==> config.mk <==
export PLATFORM = sky130hd
export DESIGN_NAME = store_merge_rmw
export DESIGN_NICKNAME = d
export VERILOG_FILES = /design/src/rtl/store_merge_rmw_pkg.sv /design/src/rtl/store_merge_rmw_lane_mask.sv /design/src/rtl/store_merge_rmw.sv
export SDC_FILE = /design/constraint.sdc
export NUM_CORES = 1
export LEC_CHECK = 0
export CAP_MARGIN = 10
export CORE_UTILIZATION = 48
export DETAILED_ROUTE_END_ITERATION = 8
export PLACE_DENSITY = 0.82
export SLEW_MARGIN = 40
export SYNTH_ARGS = -nofsm -noshare
export SYNTH_HDL_FRONTEND = slang
export SYNTH_SLANG_ARGS = --single-unit
==> constraint.sdc <==
create_clock -name clk_i -period 4.1 [get_ports clk_i]
set_input_delay 0.615 -clock clk_i [delete_from_list [all_inputs] [get_ports clk_i]]
set_output_delay 0.615 -clock clk_i [all_outputs]
set_load 0.01 [all_outputs]
==> src/rtl/store_merge_rmw_pkg.sv <==
// -----------------------------------------------------------------------------
// store_merge_rmw_pkg
//
// Shared definitions for the store byte-lane merge unit:
//   - store size encodings (SZ_BYTE / SZ_HALF / SZ_WORD / SZ_RSVD)
//   - lane count and word width
//   - FSM state encoding (also visible on the debug state port of the top)
//   - expand_lanes(): turns a per-byte lane mask into a per-bit mask
// -----------------------------------------------------------------------------
package store_merge_rmw_pkg;

    // Memory word geometry. The unit only supports 32-bit words with 4 byte lanes.
    localparam int WORD_W = 32;
    localparam int LANES  = 4;

    // Store size encodings as presented on req_size.
    localparam logic [1:0] SZ_BYTE = 2'b00;
    localparam logic [1:0] SZ_HALF = 2'b01;
    localparam logic [1:0] SZ_WORD = 2'b10;
    localparam logic [1:0] SZ_RSVD = 2'b11;

    // FSM states.
    //   ST_IDLE  : ready for a new request
    //   ST_READ  : RAM read strobe issued for the target word
    //   ST_WAIT  : RAM data arrives, merged word is captured
    //   ST_WRITE : merged (or full) word written back, done pulse
    //   ST_ERR   : misaligned/reserved request dropped, err pulse
    typedef enum logic [2:0] {
        ST_IDLE  = 3'd0,
        ST_READ  = 3'd1,
        ST_WAIT  = 3'd2,
        ST_WRITE = 3'd3,
        ST_ERR   = 3'd4
    } state_e;

    // Expand each lane-mask bit into a full byte of bit-mask.
    function automatic logic [WORD_W-1:0] expand_lanes(input logic [LANES-1:0] lane_mask);
        logic [WORD_W-1:0] bits;
        bits = '0;
        for (int i = 0; i < LANES; i++) begin
            bits[8*i +: 8] = {8{lane_mask[i]}};
        end
        return bits;
    endfunction

endpackage

==> src/rtl/store_merge_rmw_lane_mask.sv <==
// -----------------------------------------------------------------------------
// store_merge_rmw_lane_mask
//
// Purely combinational decode of a store request into its byte-lane mask and
// an alignment verdict.
//
// Ports
//   size_i        in   2   store size (SZ_BYTE / SZ_HALF / SZ_WORD / SZ_RSVD)
//   lane_i        in   2   byte lane = low two bits of the byte address
//   mask_o        out  4   lanes touched by the store (bit n = byte n)
//   misaligned_o  out  1   request cannot be performed and must be dropped
// -----------------------------------------------------------------------------
module store_merge_rmw_lane_mask
    import store_merge_rmw_pkg::*;
(
    input  logic [1:0]       size_i,
    input  logic [1:0]       lane_i,
    output logic [LANES-1:0] mask_o,
    output logic             misaligned_o
);

    always_comb begin
        mask_o       = '0;
        misaligned_o = 1'b0;
        case (size_i)
            SZ_BYTE: begin
                mask_o = 4'b0001 << lane_i;
            end
            SZ_HALF: begin
                // A half on an odd byte would straddle lanes 1/2 or run off lane 3.
                mask_o       = 4'b0011 << lane_i;
                misaligned_o = lane_i[0];
            end
            SZ_WORD: begin
                mask_o       = 4'b1111;
                misaligned_o = (lane_i != 2'b00);
            end
            default: begin
                // Reserved size is handled exactly like a misaligned request.
                mask_o       = '0;
                misaligned_o = 1'b1;
            end
        endcase
    end

endmodule

==> src/rtl/store_merge_rmw.sv <==
// -----------------------------------------------------------------------------
// store_merge_rmw
//
// Write-side byte-lane merge unit between the CPU store path and a synchronous
// data RAM. Full-word stores are written directly; byte and half stores run a
// read-modify-write: read the word, clear the target lanes, OR in the shifted
// store data and write it back. Misaligned or reserved-size requests are
// dropped with a one-cycle err pulse and never touch the RAM.
//
// Ports
//   clk_i          in   1         clock, rising edge
//   rst_i          in   1         asynchronous, active-high reset
//   req_valid_i    in   1         store request valid
//   req_ready_o    out  1         unit idle and able to accept
//   req_addr_i     in   ADDR_W    byte address
//   req_data_i     in   32        store data, right-aligned
//   req_size_i     in   2         00 byte, 01 half, 10 word, 11 reserved
//   mem_addr_o     out  ADDR_W-2  RAM word address
//   mem_rd_en_o    out  1         RAM read strobe (data returns next cycle)
//   mem_rd_data_i  in   32        RAM read data
//   mem_wr_en_o    out  1         RAM full-word write strobe
//   mem_wr_data_o  out  32        merged word to write
//   done_o         out  1         one-cycle pulse: store committed
//   err_o          out  1         one-cycle pulse: request dropped
//   state_o        out  3         current FSM state (debug)
//
// Handshake: a request is accepted on a rising edge where req_valid_i and
// req_ready_o are both 1. req_ready_o is 1 only in IDLE; a requester seeing
// ready low holds its request. All request fields are latched at acceptance
// and may change afterwards.
//
// Timing, T = accept cycle:
//   word     : T+1 write + done,                 ready again at T+2
//   sub-word : T+1 read, T+2 capture, T+3 write, ready again at T+4
//   error    : T+1 err,                          ready again at T+2
// -----------------------------------------------------------------------------
module store_merge_rmw
    import store_merge_rmw_pkg::*;
#(
    parameter int DATA_W = 32,  // fixed: the lane logic assumes 4 byte lanes
    parameter int ADDR_W = 12
) (
    input  logic              clk_i,
    input  logic              rst_i,
    input  logic              req_valid_i,
    output logic              req_ready_o,
    input  logic [ADDR_W-1:0] req_addr_i,
    input  logic [DATA_W-1:0] req_data_i,
    input  logic [1:0]        req_size_i,
    output logic [ADDR_W-3:0] mem_addr_o,
    output logic              mem_rd_en_o,
    input  logic [DATA_W-1:0] mem_rd_data_i,
    output logic              mem_wr_en_o,
    output logic [DATA_W-1:0] mem_wr_data_o,
    output logic              done_o,
    output logic              err_o,
    output logic [2:0]        state_o
);

    // -------------------------------------------------------------------------
    // Declarations
    // -------------------------------------------------------------------------
    state_e             state_q, state_d;

    // Request latch
    logic [ADDR_W-1:0]  addr_q,  addr_d;
    logic [DATA_W-1:0]  data_q,  data_d;
    logic [LANES-1:0]   mask_q,  mask_d;

    // Output registers; merge_q doubles as the merge register feeding the write.
    logic               ready_q, ready_d;
    logic [ADDR_W-3:0]  maddr_q, maddr_d;
    logic               rd_en_q, rd_en_d;
    logic               wr_en_q, wr_en_d;
    logic [DATA_W-1:0]  merge_q, merge_d;
    logic               done_q,  done_d;
    logic               err_q,   err_d;

    logic               accept;
    logic [LANES-1:0]   req_mask;
    logic               req_misaligned;
    logic [1:0]         lane_q;
    logic [DATA_W-1:0]  lane_bits;
    logic [DATA_W-1:0]  shifted;
    logic [DATA_W-1:0]  merged;

    // -------------------------------------------------------------------------
    // Request decode
    // -------------------------------------------------------------------------
    store_merge_rmw_lane_mask u_lane_mask (
        .size_i       (req_size_i),
        .lane_i       (req_addr_i[1:0]),
        .mask_o       (req_mask),
        .misaligned_o (req_misaligned)
    );

    // ready_q is only ever 1 while the FSM sits in IDLE.
    assign accept = req_valid_i & ready_q;

    // -------------------------------------------------------------------------
    // Merge datapath: keep the untouched lanes of the RAM word, replace the
    // target lanes with the store data moved up to its lane. Store data bits
    // above the store size fall outside the lane mask and are discarded.
    // -------------------------------------------------------------------------
    assign lane_q    = addr_q[1:0];
    assign lane_bits = expand_lanes(mask_q);
    assign shifted   = data_q << {lane_q, 3'b000};
    assign merged    = (mem_rd_data_i & ~lane_bits) | (shifted & lane_bits);

    // -------------------------------------------------------------------------
    // State and output registers
    // -------------------------------------------------------------------------
    always_ff @(posedge clk_i or posedge rst_i) begin
        if (rst_i) begin
            state_q <= ST_IDLE;
            addr_q  <= '0;
            data_q  <= '0;
            mask_q  <= '0;
            ready_q <= 1'b0;
            maddr_q <= '0;
            rd_en_q <= 1'b0;
            wr_en_q <= 1'b0;
            merge_q <= '0;
            done_q  <= 1'b0;
            err_q   <= 1'b0;
        end else begin
            state_q <= state_d;
            addr_q  <= addr_d;
            data_q  <= data_d;
            mask_q  <= mask_d;
            ready_q <= ready_d;
            maddr_q <= maddr_d;
            rd_en_q <= rd_en_d;
            wr_en_q <= wr_en_d;
            merge_q <= merge_d;
            done_q  <= done_d;
            err_q   <= err_d;
        end
    end

    // -------------------------------------------------------------------------
    // Next-state logic
    // -------------------------------------------------------------------------
    always_comb begin
        state_d = state_q;
        case (state_q)
            ST_IDLE: begin
                if (accept) begin
                    if (req_misaligned) begin
                        state_d = ST_ERR;
                    end else if (req_size_i == SZ_WORD) begin
                        state_d = ST_WRITE;
                    end else begin
                        state_d = ST_READ;
                    end
                end
            end
            ST_READ:  state_d = ST_WAIT;
            ST_WAIT:  state_d = ST_WRITE;
            ST_WRITE: state_d = ST_IDLE;
            ST_ERR:   state_d = ST_IDLE;
            default:  state_d = ST_IDLE;
        endcase
    end

    // -------------------------------------------------------------------------
    // Request latch: captured only on acceptance, held otherwise.
    // -------------------------------------------------------------------------
    always_comb begin
        addr_d = addr_q;
        data_d = data_q;
        mask_d = mask_q;
        if (accept) begin
            addr_d = req_addr_i;
            data_d = req_data_i;
            mask_d = req_mask;
        end
    end

    // -------------------------------------------------------------------------
    // Output logic. Outputs are registered, so their next values are decoded
    // from the next state; that way each strobe is high exactly during the
    // cycle the FSM spends in the matching state.
    // -------------------------------------------------------------------------
    always_comb begin
        ready_d = (state_d == ST_IDLE);
        rd_en_d = (state_d == ST_READ);
        wr_en_d = (state_d == ST_WRITE);
        done_d  = (state_d == ST_WRITE);
        err_d   = (state_d == ST_ERR);

        // Word address is driven from READ through WRITE, zero otherwise.
        // On the accept edge the latch is not loaded yet, so take it from
        // the request directly.
        maddr_d = '0;
        if ((state_d == ST_READ) || (state_d == ST_WAIT) || (state_d == ST_WRITE)) begin
            if (state_q == ST_IDLE) begin
                maddr_d = req_addr_i[ADDR_W-1:2];
            end else begin
                maddr_d = addr_q[ADDR_W-1:2];
            end
        end

        // Write data: full word straight from the request, or the merge of
        // the RAM word returned during WAIT.
        merge_d = '0;
        if (state_d == ST_WRITE) begin
            if (state_q == ST_IDLE) begin
                merge_d = req_data_i;
            end else begin
                merge_d = merged;
            end
        end
    end

    // -------------------------------------------------------------------------
    // Port drive
    // -------------------------------------------------------------------------
    assign req_ready_o   = ready_q;
    assign mem_addr_o    = maddr_q;
    assign mem_rd_en_o   = rd_en_q;
    assign mem_wr_en_o   = wr_en_q;
    assign mem_wr_data_o = merge_q;
    assign done_o        = done_q;
    assign err_o         = err_q;
    assign state_o       = state_q;

endmodule

==> flow_summary.toml, run 1 <==
[logic_synthesis]
synth_edf_count = 0
async_flop_share_pct = 100
yosysWarningCount = 0
avgSynthCellArea_sq_um = 9.88
syn_area_sq_um = 4740
ys.flop_type = "dfrtp_1"
yosys_register_bits = 97
synth_cells = 480
yosysSeqAreaShare_pct = 51.2
synth_nets = 561
synthDistinctLibCells = 36

[sta]
hold_viol_final = 0
fin_crit_sh_pct = 61.2
worstMarginPinSlew_ps = 754
finalSetupViolCount = 0
rsz0062_at_grt = "no"
clock.fmax_mhz = 398
setup-tns-final_ps = 0
fin_crit_ps = 2510
fin_skew_ps = 9.03
slew_violations = 0
relSlewSlack_pct = 49.4

[layout]
final_common_cell = "nand2_1"
fin_nets = 669
syn2layout_area_growth_pct = 33.2
drive_gt1_share_pct = 9.95
final_cell_mix = "154 x nand2_1, 130 x clkdlybuf4s50_1, 97 x dfrtp_1, 28 x nor2_1, 26 x a221oi_1"
antenna_cells = 0
fillers = 735
stdcell_area_sq_um = 6320

[placed_design]
io_buffers = 130
place_hpwl_mm = 9.29
place_area_sq_um = 6100
place_congestion = 0.801

[clock_network]
post_cts_buffers = 0
cts_buffer_depth = 2
cts_tree = "done"
clock_sinks = 97
clkTransAtPathRegs_ps = 90
cts_hold_buf = 0
root_buffer = "clkbuf_8"
htree_levels = 3
post_cts_resized = 0
cts_buffers = 9
clk_latency_ps = 370

[critical_path]
endpoint = "mem_wr_data_o[11]"
r2r-end = "mem_wr_data_o[24]"
cp_data_arrival_time_ps = 2800
end_kind = "flip-flop"
startpoint_type = "input pin"
worstPathRequired_ps = 4390
ff2ff_path_depth = 4
r2r_start = "addr_q[0]"
cp-startpoint = "req_addr_i[0]"
ff2ff_setup_slack_ps = 2040
crit_fanout = 14
critPathKind = "input pin to flip-flop"

[route]
wl_mm = 13.5
routed_via_density = 5.79
ant_nets = 0
drc = 0
firstDrtPassIters = 5
post_drt_wl_per_cell_um = 18.6
drtIter0Drc = 323
num_vias = 4180

[floorplan]
die_height_um = 101
core_sq_um = 9420
initial_core_util_pct = 50.4
die_area_sq_um = 10300
die_x_um = 101
rows = 35
pin_count = 131

[global_routing]
top_usage_layer = "met2"
grt_util_met2_pct = 43.7
overflow = 0
grt_start_max_net_pins = 55
grt_pass1_wl_mm = 20.9
antenna_found_initial = 0
first_global_vias = 4096
grt_usage_pct = 27.1
met3_usage_pct = 6.42
grt.met1_usage_pct = 35.4

[outcome]
outcome = "complete, no violations"

[pwr]
p_leak_nw = 2.84
p_per_area_nw_per_um2 = 717
irDropWorstVdd_uv = 400

[worst_hold_path]
holdCritPathClass = "flip-flop to flip-flop"
hold_depth = 2

[job]
drv_cap = 0
## state kept, by name, summed over array words and instances (netlist names)
name           cells
data_q            32
mem_rd_en_o        1
mask_q             4
state_o            3
mem_addr_o        10
done_o             1
req_ready_o        1
mem_wr_data_o     32
addr_q            12
err_o              1
## critical path, stage by stage
cell             delay (ps)
clkdlybuf4s50_1         580
nor4b_4                 770
a31oi_4                 370
buf_8                   270
nor3_2                  190
## report_power, final
group	switching [mW]	leakage (nW)	internal (mW)	total, mW
Combinational	1.11	1.48	1.01	2.11
Clock	0.334	0.113	0.360	0.694
Sequential	0.383	1.24	1.34	1.72
Total	1.82	2.84	2.70	4.53
## layer usage
| layer | share of wire [%] | wire, um |
|---|---|---|
| met1 | 41 | 5530 |
| met2 | 48 | 6520 |
| met3 | 8.1 | 1090 |
| met4 | 2.4 | 317 |
| met5 | 0 | 0 |
## synth_stat cells (3+ instances only)
cell        n  area (sq um)
a211oi_2    8           100
a21o_1      3          22.5
a21oi_1     6          30.0
a221oi_1   26           228
buf_2      12          60.1
buf_6       3          33.8
clkbuf_1   23          86.3
dfrtp_1    97          2430
inv_1       5          18.8
mux2_1      8          90.1
mux2i_1    16           160
mux4_2      8           180
nand2_1   155           582
nand3b_1    9          67.6
nand4_1     8          50.1
nor2_1     28           105
nor3_1      7          35.0
nor3_2     12           120
o211a_1     8          80.1
o21ai_0    10          50.1
o21ai_1     9          45.0
## area by class of cell
| type | instances | area [sq um] | share of cell area (%) |
|---|---|---|---|
| Clock buffer | 11 | 141 | 2.24 |
| Clock inverter | 5 | 78.8 | 1.25 |
| Inverter | 6 | 25.0 | 0.396 |
| Multi-Input combinational cell | 337 | 2120 | 33.6 |
| Sequential cell | 97 | 2430 | 38.4 |
| Tap cell | 129 | 161 | 2.56 |
| Timing Repair Buffer | 137 | 1360 | 21.6 |
## kinds of logic after synthesis
family	after synthesis	share of synthesized area, %
multiplexers	32	9.08
AO/OA/AOI/OAI	76	13.0
AND/OR/NAND/NOR	229	22.2
buffers and inverters	46	4.51
flip-flops	97	51.2
## stage by stage
step / utilization (%) / hold WS (ps) / power (mW) / cells / setup slack (ps)
2_1_floorplan: - / 441 / 3.04 / 480 / 951
3_3_place_gp: 64.5 / 452 / 3.70 / 705 / 1360
3_5_place_dp: 64.7 / 462 / 3.82 / 706 / 1230
4_1_cts: 67.1 / 484 / 4.52 / 722 / 1630
5_1_grt: 67.1 / 504 / 4.78 / 722 / 1550
6_report: 67.1 / 483 / 4.53 / 722 / 1590
## how the worst min path moves through the flow
stage | from | endpoint | slack (ps)
final | addr_q[4] | addr_q[4] | 480
after global routing | addr_q[4] | addr_q[4] | 500
after CTS | addr_q[4] | addr_q[4] | 480
after detailed placement | addr_q[8] | addr_q[8] | 460
after global placement | data_q[28] | data_q[28] | 450
after floorplan | data_q[24] | data_q[24] | 440
Note: power is estimated with default switching activity, not from simulation.
==> run 2, diff against run 1 <==
CORE_UTILIZATION = 44   (was 48)
PLACE_DENSITY = 0.79   (was 0.82)
clock period = 2 ns   (was 4.1 ns; I/O delays follow)
==> flow_summary.toml, run 2 (same netlist as run 1, synthesis figures left out) <==
[floorplan]
die_area_sq_um = 11200
die_height_um = 106
initial_core_util_pct = 45.7
die_x_um = 106
rows = 37
pin_count = 131
core_sq_um = 10400

[global_routing]
overflow = 0
grt_usage_pct = 23.9
first_global_vias = 4173
grt_start_max_net_pins = 98
grt_pass1_wl_mm = 20.6
antenna_found_initial = 0

[sta]
setup-tns-final_ps = 0
slew_violations = 0
setup_ws_ps = 188
timing.hold.ws_ps = 434
clock.fmax_mhz = 552
finalSetupViolCount = 0
fin_skew_ps = 11.8
fin_crit_sh_pct = 90.6
relSlewSlack_pct = 52.4
rsz0062_at_grt = "no"
fin_crit_ps = 1810
worstMarginPinSlew_ps = 710
hold_viol_final = 0

[placed_design]
io_buffers = 130
place_ws_ps = -40.6
place_congestion = 0.875
place_hpwl_mm = 9.18

[route]
ant_nets = 0
firstDrtPassIters = 6
wl_mm = 12.9
num_vias = 4173
drc = 0
post_drt_wl_per_cell_um = 17.3
dr_wl_met3_um = 879
dr_wl_met2_mm = 6.40
highest_layer = "met4"
routed_via_density = 5.60
wl_met1_mm = 5.38
drtIter0Drc = 200

[clock_network]
cts_tree = "done"
cts_buffers = 9
cts_buffer_depth = 2
clkTransAtPathRegs_ps = 80
post_cts_resized = 0
root_buffer = "clkbuf_8"
clock_sinks = 97
htree_levels = 3
cts_hold_buf = 0
post_cts_buffers = 0
clk_latency_ps = 370

[critical_path]
worstPathRequired_ps = 1700
cp.buffers_inverters = 1
cp_data_arrival_time_ps = 1510
crit_fanout = 7
end_kind = "primary output"
critPathKind = "flip-flop to primary output"
slowest_stage = "clkdlybuf4s50_1"
cpLargestDelayFamily = "buffers and inverters"
worst_path_largest_cell_delay_ps = 640
startpoint_type = "flip-flop"
cp_cell_sequence = "clkdlybuf4s50_1"

[layout]
syn2layout_area_growth_pct = 35.5
antenna_cells = 0
drive_gt1_share_pct = 12.2
fin_nets = 686
final_cell_mix = "154 x nand2_1, 130 x clkdlybuf4s50_1, 97 x dfrtp_1, 28 x nor2_1, 26 x a221oi_1"
fillers = 847
final_common_cell = "nand2_1"
fin_util_pct = 62.0

[pwr]
total_power_mw = 9.22
irDropWorstVdd_uv = 756
p_leak_nw = 2.89
p_per_area_nw_per_um2 = 1430

[outcome]
outcome = "complete, no violations"

[worst_hold_path]
holdCritPathClass = "input pin to asynchronous set/reset pin"

[job]
drv_cap = 0
run 2: power by group:
group	internal (mW)	switching [mW]
Clock	0.569	0.661
Combinational	2.21	2.30
Sequential	2.74	0.736
Total	5.52	3.69
run 2: cell type report:
| cell class | instances | area, sq um | area share, % |
|---|---|---|---|
| sequential | 97 | 2430 | 37.8 |
| multi-input combinational | 337 | 2110 | 32.8 |
| timing repair buffer | 154 | 1510 | 23.4 |
| tap | 136 | 170 | 2.65 |
| clock buffer | 10 | 128 | 1.99 |
| clock inverter | 5 | 57.6 | 0.896 |
| inverter | 6 | 26.3 | 0.409 |
run 2: path summary, 6_finish.rpt:
check                           start                end  slack (ps)  cells past startpoint
max in group asynchronous       rst_i          mask_q[0]        1180                      3
min                             rst_i             done_o         430                      3
max                        state_o[0]         state_o[0]         190                      1
min in group clk_i         addr_q[11]         addr_q[11]         480                      2
min reg2reg                addr_q[11]         addr_q[11]         480                      2
max reg2reg                 addr_q[1]  mem_wr_data_o[25]         290                      4
run 2: routing by layer:
layer	GRT usage [%]	up-vias
li1	-	1908
met4	9.52	0
met2	39.2	174
met5	0	-
met1	30.3	2065
met3	5.88	26
run 2: metrics by stage:
stage / area [sq um] / cells
floorplan: 4750 / 480
global placement: 6240 / 730
detailed placement: 6240 / 730
CTS: 6430 / 745
global route: 6430 / 745
finish: 6430 / 745
